===== src/rtl/maxpool_sched_if.sv =====
// Handshake and serial-word bundle between the upstream conv layer, maxpool_sched
// and the serial maxpool stage.
interface maxpool_sched_if #(
  parameter int NO_CH  = 10,
  parameter int BW_IN  = 12,
  parameter int SER_BW = 4
);
  logic                             in_vld;
  logic                             in_rdy;
  logic [NO_CH-1:0][BW_IN-1:0]      in_data;
  logic                             mp_vld_in;
  logic [NO_CH-1:0][SER_BW-1:0]     mp_data_in;
  logic                             mp_vld_out;
  logic                             frame_done;
  logic                             busy;
  logic                             err;

  modport master (
    output in_vld, in_data, mp_vld_out,
    input  in_rdy, mp_vld_in, mp_data_in, frame_done, busy, err
  );

  modport slave (
    input  in_vld, in_data, mp_vld_out,
    output in_rdy, mp_vld_in, mp_data_in, frame_done, busy, err
  );
endinterface


===== src/rtl/maxpool_sched.sv =====
// Pairs upstream samples and serializes each pair LS word first into the maxpool stage.
// Optional sticky protocol checker enabled by defining MAXPOOL_SCHED_ERR_EN.

// One channel: sign-extend A and B to DATA_SIZE and pick serial word sel of {B, A}.
module maxpool_sched_lane #(
  parameter int BW_IN     = 12,
  parameter int SER_BW    = 4,
  parameter int BUF_CYC   = 8,
  parameter int DATA_SIZE = 16
) (
  input  logic [BW_IN-1:0]           a,
  input  logic [BW_IN-1:0]           b,
  input  logic [$clog2(BUF_CYC)-1:0] sel,
  output logic [SER_BW-1:0]          word
);
  logic [1:0][DATA_SIZE-1:0]       ext;
  logic [BUF_CYC-1:0][SER_BW-1:0]  words;

  assign ext[0] = DATA_SIZE'($signed(a));
  assign ext[1] = DATA_SIZE'($signed(b));
  assign words  = ext;
  assign word   = words[sel];
endmodule

module maxpool_sched #(
  parameter int NO_CH   = 10,
  parameter int BW_IN   = 12,
  parameter int SER_BW  = 4,
  parameter int SEQ_LEN = 1024
) (
  input logic            clk,
  input logic            rst,
  maxpool_sched_if.slave bus
);
  localparam int BUF_CYC   = 2 << ($clog2(BW_IN) - $clog2(SER_BW));
  localparam int HALF      = BUF_CYC / 2;
  localparam int DATA_SIZE = HALF * SER_BW;
  localparam int WC_W      = $clog2(BUF_CYC);
  localparam int NPAIR     = SEQ_LEN / 2;
  localparam int CNT_W     = $clog2(NPAIR + 1);

  if (SEQ_LEN % 2 != 0) begin : g_bad_len
    $error("maxpool_sched: SEQ_LEN must be even");
  end

  typedef enum logic [1:0] {IDLE, WAIT_B, SHIFT, DRAIN} state_t;

  state_t                       state;
  logic [NO_CH-1:0][BW_IN-1:0]  a_q, b_q;
  logic [NO_CH-1:0][SER_BW-1:0] lane_word;
  logic [WC_W-1:0]              word_cnt, sel;
  logic [CNT_W-1:0]             pair_cnt, out_cnt;
  logic                         xfer;

  assign xfer = bus.in_vld && bus.in_rdy;
  // word_cnt tracks the word currently on the bus, so lanes prepare the next one
  assign sel  = (state == SHIFT) ? word_cnt + 1'b1 : '0;

  for (genvar c = 0; c < NO_CH; c++) begin : g_lane
    maxpool_sched_lane #(
      .BW_IN(BW_IN), .SER_BW(SER_BW), .BUF_CYC(BUF_CYC), .DATA_SIZE(DATA_SIZE)
    ) u_lane (
      .a(a_q[c]), .b(b_q[c]), .sel(sel), .word(lane_word[c])
    );
  end

  always_ff @(posedge clk or negedge rst) begin
    if (!rst) begin
      state          <= IDLE;
      a_q            <= '0;
      b_q            <= '0;
      word_cnt       <= '0;
      pair_cnt       <= '0;
      out_cnt        <= '0;
      bus.in_rdy     <= 1'b0;
      bus.mp_vld_in  <= 1'b0;
      bus.mp_data_in <= '0;
      bus.frame_done <= 1'b0;
      bus.busy       <= 1'b0;
    end else begin
      if (bus.mp_vld_out) out_cnt <= out_cnt + 1'b1;
      bus.frame_done <= bus.mp_vld_out && (out_cnt == CNT_W'(NPAIR - 1));
      case (state)
        IDLE: begin
          bus.in_rdy    <= 1'b1;
          bus.mp_vld_in <= 1'b0;
          if (xfer) begin
            a_q      <= bus.in_data;
            bus.busy <= 1'b1;
            state    <= WAIT_B;
          end
        end
        WAIT_B: begin
          // Word 0 only needs A, so it goes out on the same edge B is captured
          if (xfer) begin
            b_q            <= bus.in_data;
            bus.in_rdy     <= 1'b0;
            word_cnt       <= '0;
            bus.mp_vld_in  <= 1'b1;
            bus.mp_data_in <= lane_word;
            state          <= SHIFT;
          end
        end
        SHIFT: begin
          if (word_cnt == WC_W'(BUF_CYC - 1)) begin
            bus.mp_vld_in <= 1'b0;
            pair_cnt      <= pair_cnt + 1'b1;
            if (pair_cnt == CNT_W'(NPAIR - 1)) begin
              state <= DRAIN;
            end else begin
              bus.in_rdy <= 1'b1;
              bus.busy   <= 1'b0;
              state      <= IDLE;
            end
          end else begin
            word_cnt       <= word_cnt + 1'b1;
            bus.mp_data_in <= lane_word;
          end
        end
        DRAIN: begin
          bus.mp_vld_in <= 1'b0;
          if (out_cnt == CNT_W'(NPAIR)) begin
            pair_cnt   <= '0;
            out_cnt    <= '0;
            bus.in_rdy <= 1'b1;
            bus.busy   <= 1'b0;
            state      <= IDLE;
          end
        end
        default: state <= IDLE;
      endcase
    end
  end

`ifdef MAXPOOL_SCHED_ERR_EN
  // Sticky: a result with nothing outstanding, or upstream stalling mid-pair
  always_ff @(posedge clk or negedge rst) begin
    if (!rst)
      bus.err <= 1'b0;
    else if ((bus.mp_vld_out && (out_cnt == pair_cnt)) || (state == WAIT_B && !bus.in_vld))
      bus.err <= 1'b1;
  end
`else
  assign bus.err = 1'b0;
`endif
endmodule

===== src/flat_wrapper.sv =====
// flat-port wrapper written by rule: the top's interface ports become plain ports
module maxpool_sched_flat 
#(
  parameter int NO_CH   = 10,
  parameter int BW_IN   = 12,
  parameter int SER_BW  = 4,
  parameter int SEQ_LEN = 1024
)
  (clk, rst, bus_in_vld, bus_in_data, bus_mp_vld_out, bus_in_rdy, bus_mp_vld_in, bus_mp_data_in, bus_frame_done, bus_busy, bus_err);
  maxpool_sched_if #(.NO_CH(NO_CH), .BW_IN(BW_IN), .SER_BW(SER_BW)) bus_i ();
  input logic clk;
  input logic rst;
  input wire logic [$bits(bus_i.in_vld)-1:0] bus_in_vld;
  input wire logic [$bits(bus_i.in_data)-1:0] bus_in_data;
  input wire logic [$bits(bus_i.mp_vld_out)-1:0] bus_mp_vld_out;
  output wire logic [$bits(bus_i.in_rdy)-1:0] bus_in_rdy;
  output wire logic [$bits(bus_i.mp_vld_in)-1:0] bus_mp_vld_in;
  output wire logic [$bits(bus_i.mp_data_in)-1:0] bus_mp_data_in;
  output wire logic [$bits(bus_i.frame_done)-1:0] bus_frame_done;
  output wire logic [$bits(bus_i.busy)-1:0] bus_busy;
  output wire logic [$bits(bus_i.err)-1:0] bus_err;
  assign bus_i.in_vld = bus_in_vld;
  assign bus_i.in_data = bus_in_data;
  assign bus_i.mp_vld_out = bus_mp_vld_out;
  assign bus_in_rdy = bus_i.in_rdy;
  assign bus_mp_vld_in = bus_i.mp_vld_in;
  assign bus_mp_data_in = bus_i.mp_data_in;
  assign bus_frame_done = bus_i.frame_done;
  assign bus_busy = bus_i.busy;
  assign bus_err = bus_i.err;
  maxpool_sched #(.NO_CH(NO_CH), .BW_IN(BW_IN), .SER_BW(SER_BW), .SEQ_LEN(SEQ_LEN)) u_core (.clk(clk), .rst(rst), .bus(bus_i));
endmodule

===== config.mk =====
export PLATFORM = sky130hd
export DESIGN_NAME = maxpool_sched_flat
export DESIGN_NICKNAME = d
export VERILOG_FILES = /design/src/rtl/maxpool_sched_if.sv /design/src/rtl/maxpool_sched.sv /design/src/flat_wrapper.sv
export SDC_FILE = /design/constraint.sdc
export NUM_CORES = 1
export LEC_CHECK = 0
export BUFFER_PORTS_ARGS = -buffer_cell sky130_fd_sc_hd__buf_2
export CAP_MARGIN = 30
export CORE_MARGIN = 4
export CORE_UTILIZATION = 30
export DETAILED_ROUTE_END_ITERATION = 7
export SETUP_SLACK_MARGIN = 0.05
export SLEW_MARGIN = 20
export SYNTH_ARGS = -nofsm -noshare
export SYNTH_HDL_FRONTEND = slang
export SYNTH_SLANG_ARGS = --single-unit

===== constraint.sdc =====
create_clock -name clk -period 2.46 [get_ports clk]
set_clock_uncertainty 0.05 [all_clocks]
set_input_delay 0.492 -clock clk [delete_from_list [all_inputs] [get_ports clk]]
set_output_delay 0.492 -clock clk [all_outputs]
set_load 0.01 [all_outputs]

==> reports/summary.txt, run 1 <==
Status - complete, no violations
Top_reg_cell synth - dfrtp_1
Final Max Slew Viols - 0
Worst Reg-to-Reg Cells - 6
Vias - 10000
Post-CTS setup repair buffer count - 0
Nets - 1432
DR iter-0 viols - 559
Min cycle time layout - 2.22 ns
Clk sinks - 309
Register area share after synthesis - 0.543
Worst-Skew Late Latency - 0.53 ns
Pre-antenna DRT Iters - 5
Maximum clock frequency - 0.451 GHz
CTS buffer count - 37
Post-synth ARST share - 1.00
Mapped Avg Cell Area - 12.4 µm²
Hold WC Path Type - in2reg
Area Growth Syn to Fin - 20.2%
LEAKAGE - 7.95 nW
Unrepaired setup endpoints after global routing - no
Worst slew margin - 0.523
Initial antenna violation count - 6
Vias in the first global route - 10500
Width of the die - 226 µm
Max cap viols - 0
EDFF count, synth - 0
Grt ovf - 0
Share of the synthesized area in the top cell type - 0.543
Height of the die - 226 µm
Syn Nets - 1278
Boundary Pins - 169
Drt total wl - 38.0 mm
Clk slew on worst S/H paths - 0.06 ns
Die Area - 51000 µm²
Effective utilization at floorplan - 0.305
Period utilization - 0.901
Slew @ Worst Pin - 0.716 ns
ANT nets after route - 0
Arrival @ worst endpoint - 2.57 ns
R2R Path Start - u_core.word_cnt[0]
Global-route wire length before repair - 59.6 mm
Yosys top cell by area - dfrtp_1
Row count - 79
Top post-synthesis cells by area - dfrtp_1 54%, mux2_2 19%, mux2i_1 3.6%, a221o_1 2.8%, o21ai_0 2.2%
Max FO, Critical Path - 60
H-tree Lvls - 2
Pin count of the biggest net entering global routing - 72
Final core occ - 0.366
Hold path depth - 2
R2R Path End - u_core.bus.mp_data_in[38]
Final setup viols - 0
Vias per cell - 5.17
CTS root buffer - clkbuf_16
PortBufs - 167
Share of post-route cells with drive strength above 1 - 0.383
VDD IR max - 0.000516 V
Worst Setup End Kind - flop
DRC viols - 0
CTS tree - done
Total Neg Setup Slack - 0 ns
Synth warnings - 0
DPL Wire Length - 24.2 mm
CP Launch Type - flop
Maximum clock path buffer count - 3
Core box area - 46800 µm²
GRT Util Overall - 0.147
Routed len/inst - 19.6 µm
R2R setup slack - 0.24 ns
Count of different cell masters after synthesis - 50
Yosys reg bits - 309
Setup CP Type - reg2reg
Worst hold start - bus_in_data[66]
Fin. Hold Viols - 0
Gpl congestion - 0.762
Total power divided by cell area - 645 nW/µm²
Hold worst-path end - u_core.b_q[66]
Fillers - 4554
Data required, critical path - 2.82 ns
Synth Instances - 1149
Mapped cell area - 14200 µm²
-- through the flow --
stage / cell area [µm²] / hold WS (ns) / worst slack, ns / power, mW / cells
after floorplan: 14200 / 0.146 / 0.459 / 5.43 / 1149
after global placement: 15900 / 0.421 / 0.283 / 5.72 / 1870
after detailed placement: 15900 / 0.421 / 0.278 / 5.74 / 1870
after CTS: 17100 / 0.108 / 0.245 / 11.2 / 1935
after global routing: 17100 / 0.131 / 0.153 / 11.5 / 1935
final: 17100 / 0.154 / 0.245 / 11.0 / 1936
-- cell families (layout without fill, tap and decap cells) --
family          count (synthesis)  count (layout)  synth area share
other cells                     1               2          0.000263
xor+xnor                       15              15           0.00922
fa+ha+maj                       5               5           0.00439
compound gates                243             243             0.127
mux                           292             292             0.226
simple gates                  176             176            0.0549
flops                         309             309             0.543
buf+inv                       108             287            0.0352
-- cell usage after synthesis (all sizes together) (12+ instances only) --
library cell,n
a2bb2oi,30
buf,44
nor2,57
o211ai,31
nand2,73
a221o,40
mux2i,51
a21oi,24
mux2,241
clkbuf,45
o21ai,62
dfrtp,309
inv,19
nor2b,12
a211o,29
-- report_power, final --
part | internal [mW] | leakage (nW) | switching [mW]
clock | 3.29 | 0.584 | 2.11
combinational | 0.167 | 3.24 | 0.248
sequential | 5.15 | 4.12 | 0.0835
-- flip-flops by register name, indices dropped and copies added (netlist names) --
name                   count
u_core.bus.mp_vld_in       1
u_core.bus.frame_done      1
u_core.b_q               120
u_core.state               2
u_core.word_cnt            3
u_core.a_q               120
u_core.bus.busy            1
u_core.out_cnt            10
u_core.pair_cnt           10
u_core.bus.in_rdy          1
u_core.bus.mp_data_in     40
-- critical path: stages (launching register included) --
cell	delay (ns)
dfrtp_4	0.49
ha_2	0.33
nand3b_1	0.19
buf_12	0.28
a21oi_1	0.31
a221oi_1	0.16
a221o_1	0.28
-- metal layers --
| metal | vias to the layer above | share of wire | global-route usage |
|---|---|---|---|
| li1 | 4534 | - | - |
| met1 | 5138 | 0.45 | 0.197 |
| met2 | 247 | 0.46 | 0.236 |
| met3 | 87 | 0.056 | 0.0322 |
| met4 | 10 | 0.032 | 0.0541 |
| met5 | - | 0.0017 | 0 |
-- cells in the final DEF, fill, tap and decap left out, types with 3 or more instances in the layout --
master     synthesis  layout
a21oi_1           24      24
mux2i_1           51      51
inv_1             19      18
nand2_1           73      73
o211ai_1          31      31
a221o_1           40      40
xnor2_1            9       9
a2bb2oi_1         30      30
dfrtp_1          309     308
clkbuf_8           0       7
nor2_1            57      57
a221oi_1          11      11
nand3_1            9       9
mux2_2           241     241
bufinv_16          0       3
ha_1               5       4
clkbuf_1          45      10
a211o_1           29      29
buf_12             0      16
buf_2             29     166
nor2b_1           12      11
clkbuf_16          0      37
nand4_1            7       7
clkinv_2           0       6
xor2_1             6       6
nand3b_1           3       3
o21ai_0           62      62
buf_4             14      20
-- worst max path at each step --
stage	startpoint	endpoint	slack (ns)	depth (start not counted)
finish	u_core.word_cnt[0]	u_core.bus.mp_data_in[38]	0.24	6
global route	u_core.word_cnt[0]	u_core.bus.mp_data_in[36]	0.15	7
CTS	u_core.word_cnt[0]	u_core.bus.mp_data_in[38]	0.25	6
detailed placement	u_core.word_cnt[0]	u_core.bus.mp_data_in[38]	0.28	6
global placement	u_core.word_cnt[0]	u_core.bus.mp_data_in[38]	0.28	6
floorplan	u_core.word_cnt[0]	u_core.bus.mp_data_in[23]	0.46	7
-- cell type report --
type / instances / area (µm²) / share of cell area
repair buffers: 204 / 1330 / 0.0774
flip-flops and latches: 309 / 7740 / 0.452
inverters: 19 / 71.3 / 0.00416
clock buffers: 54 / 1060 / 0.0619
clock inverters: 10 / 128 / 0.00745
well taps: 607 / 759 / 0.0443
diodes: 1 / 2.50 / 0.000146
multi-input cells: 732 / 6040 / 0.353
-- what timing repair did --
item	in CTS	in global routing
setup endpoints to repair	0	0
hold endpoints to repair	52	0
resized for setup	0	0
hold buffers	1	0
No activity file was read; power rests on OpenSTA's default activity.
==> run 2: changes to the inputs <==
clock period = 2.58 ns   (was 2.46 ns; I/O delays follow)
==> run 2 against run 1 <==
  * First-iteration DRC count shrank 7.9%
  * Clock-buffer cell count grew 6
  * Wire length is essentially flat
  * Non-clock buffer count shrank 4
  * Sequential share of layout area shrank 0.056 points
  * Critical path depth shrank 1
  * Flip-flop and latch count is the same
  * Design area grew 0.12%
  * Power shrank 1.4%
  * Clock power grew 2%
==> reports/summary.txt, run 2 (synthesis results as in run 1) <==
Status - complete, no violations
Clk slew on worst S/H paths - 0.06 ns
DRC viols - 0
Vias - 10000
CTS tree - done
Effective utilization at floorplan - 0.305
Wire length on met3 - 2.21 mm
LEAKAGE - 7.95 nW
VDD IR max - 0.000449 V
Data required, critical path - 2.95 ns
CTS buffer count - 37
Most common cell after layout, fill and taps aside - dfrtp_1
Boundary Pins - 169
Gpl congestion - 0.741
Met2 wire length - 18.0 mm
Final setup viols - 0
Worst Reg-to-Reg Cells - 5
Commonest non-fill, non-tap cells in the layout - 308 x dfrtp_1, 241 x mux2_2, 166 x buf_2
Crit. Startpoint - u_core.state[1]
Pre-antenna DRT Iters - 5
Clk sinks - 309
Post-placement cell area - 15800 µm²
Nets - 1428
DPL Wire Length - 23.6 mm
Max cap viols - 0
H-tree Lvls - 2
Grt ovf - 0
Vias per cell - 5.19
Hold path depth - 2
Design Area, Final - 17100 µm²
Max FO, Critical Path - 30
R2R Path Start - u_core.state[1]
Arrival @ worst endpoint - 2.63 ns
Global-route wire length before repair - 59.8 mm
ANT nets after route - 0
Unrepaired setup endpoints after global routing - no
Metal-1 WL - 16.8 mm
Worst-Skew Late Latency - 0.54 ns
Setup WS post-layout - 0.315 ns
Final Max Slew Viols - 0
Row count - 79
Core box area - 46800 µm²
Setup CP Type - reg2reg
Maximum clock path buffer count - 3
Width of the die - 226 µm
Fillers - 4570
Slew @ Worst Pin - 0.610 ns
Drt total wl - 38.0 mm
Worst slew margin - 0.588
Hold WC Path Type - in2reg
Worst hold start - bus_in_data[91]
Hold worst-path end - u_core.b_q[91]
R2R setup slack - 0.32 ns
Initial antenna violation count - 4
Pre-CTS setup slack - 0.378 ns
Total power divided by cell area - 635 nW/µm²
Top layer in use - met5
Share of post-route cells with drive strength above 1 - 0.381
Worst Setup End Kind - flop
Pin count of the biggest net entering global routing - 102
CTS root buffer - clkbuf_16
Antenna Diode Count - 0
Area Growth Syn to Fin - 20.4%
Min cycle time layout - 2.26 ns
Routed len/inst - 19.7 µm
Total Neg Setup Slack - 0 ns
PortBufs - 167
Post-CTS setup repair buffer count - 0
Fin. Hold Viols - 0
Biggest regs - u_core.a_q x120, u_core.b_q x120, u_core.bus.mp_data_in x40
CP Launch Type - flop
Height of the die - 226 µm
DR iter-0 viols - 515
Period utilization - 0.878
Die Area - 51000 µm²
Maximum clock frequency - 0.442 GHz
R2R Path End - u_core.bus.mp_data_in[23]
GRT Util Overall - 0.148
Vias in the first global route - 10500
run 2: how the worst max path moves through the flow:
stage	slack, ns	to	cells past startpoint
detailed placement	0.38	u_core.bus.mp_data_in[19]	5
floorplan	0.58	u_core.bus.mp_data_in[23]	7
global placement	0.39	u_core.bus.mp_data_in[19]	5
global route	0.16	u_core.bus.mp_data_in[23]	5
finish	0.32	u_core.bus.mp_data_in[23]	5
CTS	0.33	u_core.bus.mp_data_in[23]	5
run 2: timing repair:
| item | 4_1_cts | 5_1_grt |
|---|---|---|
| hold endpoints to repair | 48 | 0 |
| setup endpoints to repair | 0 | 0 |
| hold buffers | 1 | 0 |
| gates resized for setup | 0 | 0 |
run 2: metrics by stage:
stage | power (mW) | hold slack [ns] | std cells | util
after detailed placement | 5.46 | 0.441 | 1866 | 0.339
after CTS | 11.1 | 0.122 | 1933 | 0.367
after floorplan | 5.18 | 0.170 | 1149 | -
after global routing | 11.3 | 0.138 | 1933 | 0.367
after global placement | 5.45 | 0.437 | 1866 | 0.339
final | 10.9 | 0.165 | 1933 | 0.367
run 2: cell type report:
type                            count  area, µm²  share of cell area
Sequential cell                   309       7740               0.451
Multi-Input combinational cell    732       6040               0.352
Timing Repair Buffer              200       1250              0.0727
Clock buffer                       60       1150              0.0673
Tap cell                          607        759              0.0443
Clock inverter                      6        136             0.00795
Inverter                           19       71.3             0.00416
run 2: critical path, cell delays in order (launching register included):
cell and delay (ns):
dfrtp_1 0.64, nor3b_2 0.44, buf_12 0.32, mux2i_1 0.26, a221oi_1 0.11, a221o_1 0.29
run 2: power breakdown:
group | switching [mW] | total (mW) | leakage [nW] | internal, mW
Combinational | 0.233 | 0.392 | 3.20 | 0.160
Sequential | 0.0754 | 4.98 | 4.12 | 4.91
Clock | 2.06 | 5.52 | 0.627 | 3.45
Total | 2.37 | 10.9 | 7.95 | 8.52
run 2: metal layers:
layer / up-vias / track usage
met5: - / 0
met3: 69 / 0.0321
met2: 247 / 0.244
met4: 6 / 0.0506
li1: 4510 / -
met1: 5204 / 0.195
==> run 3: changes to the inputs <==
MAX_ROUTING_LAYER = met4   (was unset)
SYNTH_HIERARCHICAL = 1   (was unset)
==> run 3 against run 2 <==
  * Hold slack improved by 0.00056 ns
  * Utilization is 1.0 points higher
  * Flip-flop and latch count unchanged
  * Synthesized area up 1.2%
  * Power increased by 140%
  * Setup slack worse by 0.26 ns
  * Cell count fell by 4.8%
  * Die area is 1.2% higher
  * Clock-buffer cell count fell by 4
==> reports/summary.txt, run 3 <==
Fin. Hold Viols - 0
Pre-antenna DRT Iters - 4
Unrepaired setup endpoints after global routing - yes
H-tree Lvls - 2
Yosys reg bits - 309
Nets - 1320
CP Launch Type - flop
Share of the synthesized area in the top cell type - 0.536
VDD IR max - 0.000752 V
Synth warnings - 6
Pin count of the biggest net entering global routing - 92
Final Max Slew Viols - 0
Height of the die - 227 µm
ANT nets after route - 0
Boundary Pins - 169
EDFF count, synth - 0
Grt ovf - 0
Post-synth ARST share - 1.00
Most common cell after layout, fill and taps aside - dfrtp_1
Width of the die - 227 µm
Drt total wl - 34.5 mm
Hold WC Path Type - in2reg
Total Neg Setup Slack - 0 ns
PortBufs - 167
Arrival @ worst endpoint - 2.91 ns
Slowest CP cell - dfrtp_1
Effective utilization at floorplan - 0.303
Row count - 80
Worst-Skew Late Latency - 0.54 ns
Design Area, Final - 18000 µm²
Mapped cell area - 14400 µm²
Global-route wire length before repair - 54.5 mm
Vias - 8794
Hold path depth - 2
Period utilization - 0.980
Worst-path cell chain - ha_2, ha_4, inv_2, nor2_4, buf_4, clkbuf_16, mux2_4, a221oi_2, o22ai_1, mux2_4
Data required, critical path - 2.96 ns
Multi-input gate area - 6470 µm²
Vias per cell - 4.78
Min cycle time layout - 2.53 ns
DR iter-0 viols - 341
Count of different cell masters after synthesis - 45
Crit. Startpoint - u_core/word_cnt[1]
Slew @ Worst Pin - 0.772 ns
Initial antenna violation count - 7
Max cap viols - 0
Syn Nets - 1117
Top_reg_cell synth - dfrtp_1
Die Area - 51700 µm²
Total power divided by cell area - 1440 nW/µm²
Worst slew margin - 0.485
Worst Setup End Kind - flop
GRT Util Overall - 0.137
Final core occ - 0.377
Worst hold start - bus_in_data[104]
Core box area - 47600 µm²
Status - complete, no violations
Clk sinks - 309
LEAKAGE - 8.11 nW
Setup CP Type - reg2reg
Biggest regs - u_core/a_q x120, u_core/b_q x120, u_core/bus.mp_data_in x40
CTS tree - done
Mapped Avg Cell Area - 14.6 µm²
Count leader, synth - dfrtp_1
Clk slew on worst S/H paths - 0.06 ns
Worst Reg-to-Reg Cells - 10
Max FO, Critical Path - 15
Final setup viols - 0
R2R Path Start - u_core/word_cnt[1]
Worst path max stage delay - 0.38 ns
Routed len/inst - 18.8 µm
Area Growth Syn to Fin - 24.5%
Total area of sequential cells - 7730 µm²
Commonest non-fill, non-tap cells in the layout - 309 x dfrtp_1, 297 x mux2_2, 166 x buf_2
Post-placement cell area - 16300 µm²
Share of post-route cells with drive strength above 1 - 0.608
Register area share after synthesis - 0.536
Top post-synthesis cells by area - dfrtp_1 54%, mux2_2 24%, mux2_4 6.2%, buf_6 2.0%, a221oi_1 1.8%
Most frequent CP cell - mux2_4
Maximum clock frequency - 0.395 GHz
DRC viols - 0
Synth cell count leaders - 309 x dfrtp_1, 303 x mux2_2, 60 x mux2_4
Maximum clock path buffer count - 3
Vias in the first global route - 9623
DPL Wire Length - 22.9 mm
CTS buffer count - 38
Yosys top cell by area - dfrtp_1
Synth Instances - 988
Fillers - 4526
Gpl congestion - 0.766
CTS root buffer - clkbuf_16
## run 3: cell count changes in the layout (fill, tap and decap cells not counted), moves of 33 or more
cell	before	now
o21ai_0	62	5
a221o_1	40	0
mux2_2	241	297
mux2i_1	51	2
nand2_1	73	14
mux2_4	0	66
nor2_1	57	24
## run 3: what timing repair did
item                       in CTS  in global routing
gates resized for setup        13                 33
pin swaps                       4                 10
hold buffers                    1                  0
hold endpoints to repair       30                  0
setup endpoints to repair      20                 34
gates cloned                    0                  1
buffers inserted                0                 12
## run 3: area by class of cell
cell class                 count  area share
sequential                   309       0.431
multi-input combinational    605       0.360
timing repair buffer         231      0.0908
clock buffer                  56      0.0657
tap                          615      0.0428
clock inverter                12     0.00794
inverter                       6     0.00125
antenna                        6    0.000836
## run 3: final timing paths
| kind | slack, ns | end |
|---|---|---|
| max | 0.05 | u_core/bus.mp_data_in[24] |
| min in group asynchronous | 0.40 | u_core/out_cnt[2] |
| min reg2reg | 0.45 | u_core/b_q[56] |
| max in group asynchronous | 1.27 | u_core/a_q[7] |
| max reg2reg | 0.05 | u_core/bus.mp_data_in[24] |
| min | 0.17 | u_core/b_q[104] |
## run 3: layer usage
metal  wire, µm  global-route usage  share of wire
met5          0                   -              0
met4        809              0.0390          0.023
met3       1680              0.0362          0.049
met2      16000               0.214           0.46
met1      16000               0.177           0.46
## run 3: worst max-delay path: cells and delay by family (launching register included)
family          cells  cell delay [ns]
compound gates      2             0.38
simple gates        1             0.17
mux                 2             0.59
buf+inv             3             0.39
flops               1             0.38
fa+ha+maj           2             0.46
## run 3: metrics by stage
| stage | hold slack (ns) | cells | setup WS, ns | power (mW) |
|---|---|---|---|---|
| after floorplan | 0.170 | 988 | -0.0112 | 17.1 |
| after global placement | 0.364 | 1753 | -0.00269 | 19.7 |
| after detailed placement | 0.369 | 1753 | -0.0784 | 20.0 |
| after CTS | 0.116 | 1822 | 0.0155 | 25.7 |
| after global routing | 0.136 | 1840 | -0.0607 | 27.7 |
| final | 0.166 | 1840 | 0.0508 | 25.9 |
## run 3: where the power goes
part           switching, mW  internal (mW)  total [mW]
clock network           2.08           3.46        5.54
logic                   4.87           7.02        11.9
registers               1.29           7.20        8.48
total                   8.23           17.7        25.9
## run 3: cell families after synthesis
kind of cell,after synthesis,synth area share
muxes,375,0.316
DFF,309,0.536
AOI/OAI and AO/OA,114,0.0581
and+or+nand+nor,94,0.0395
buffers and inverters,74,0.0361
xor gates and xnor gates,16,0.00971
adders and majority gates,5,0.00434
other,1,0.000260
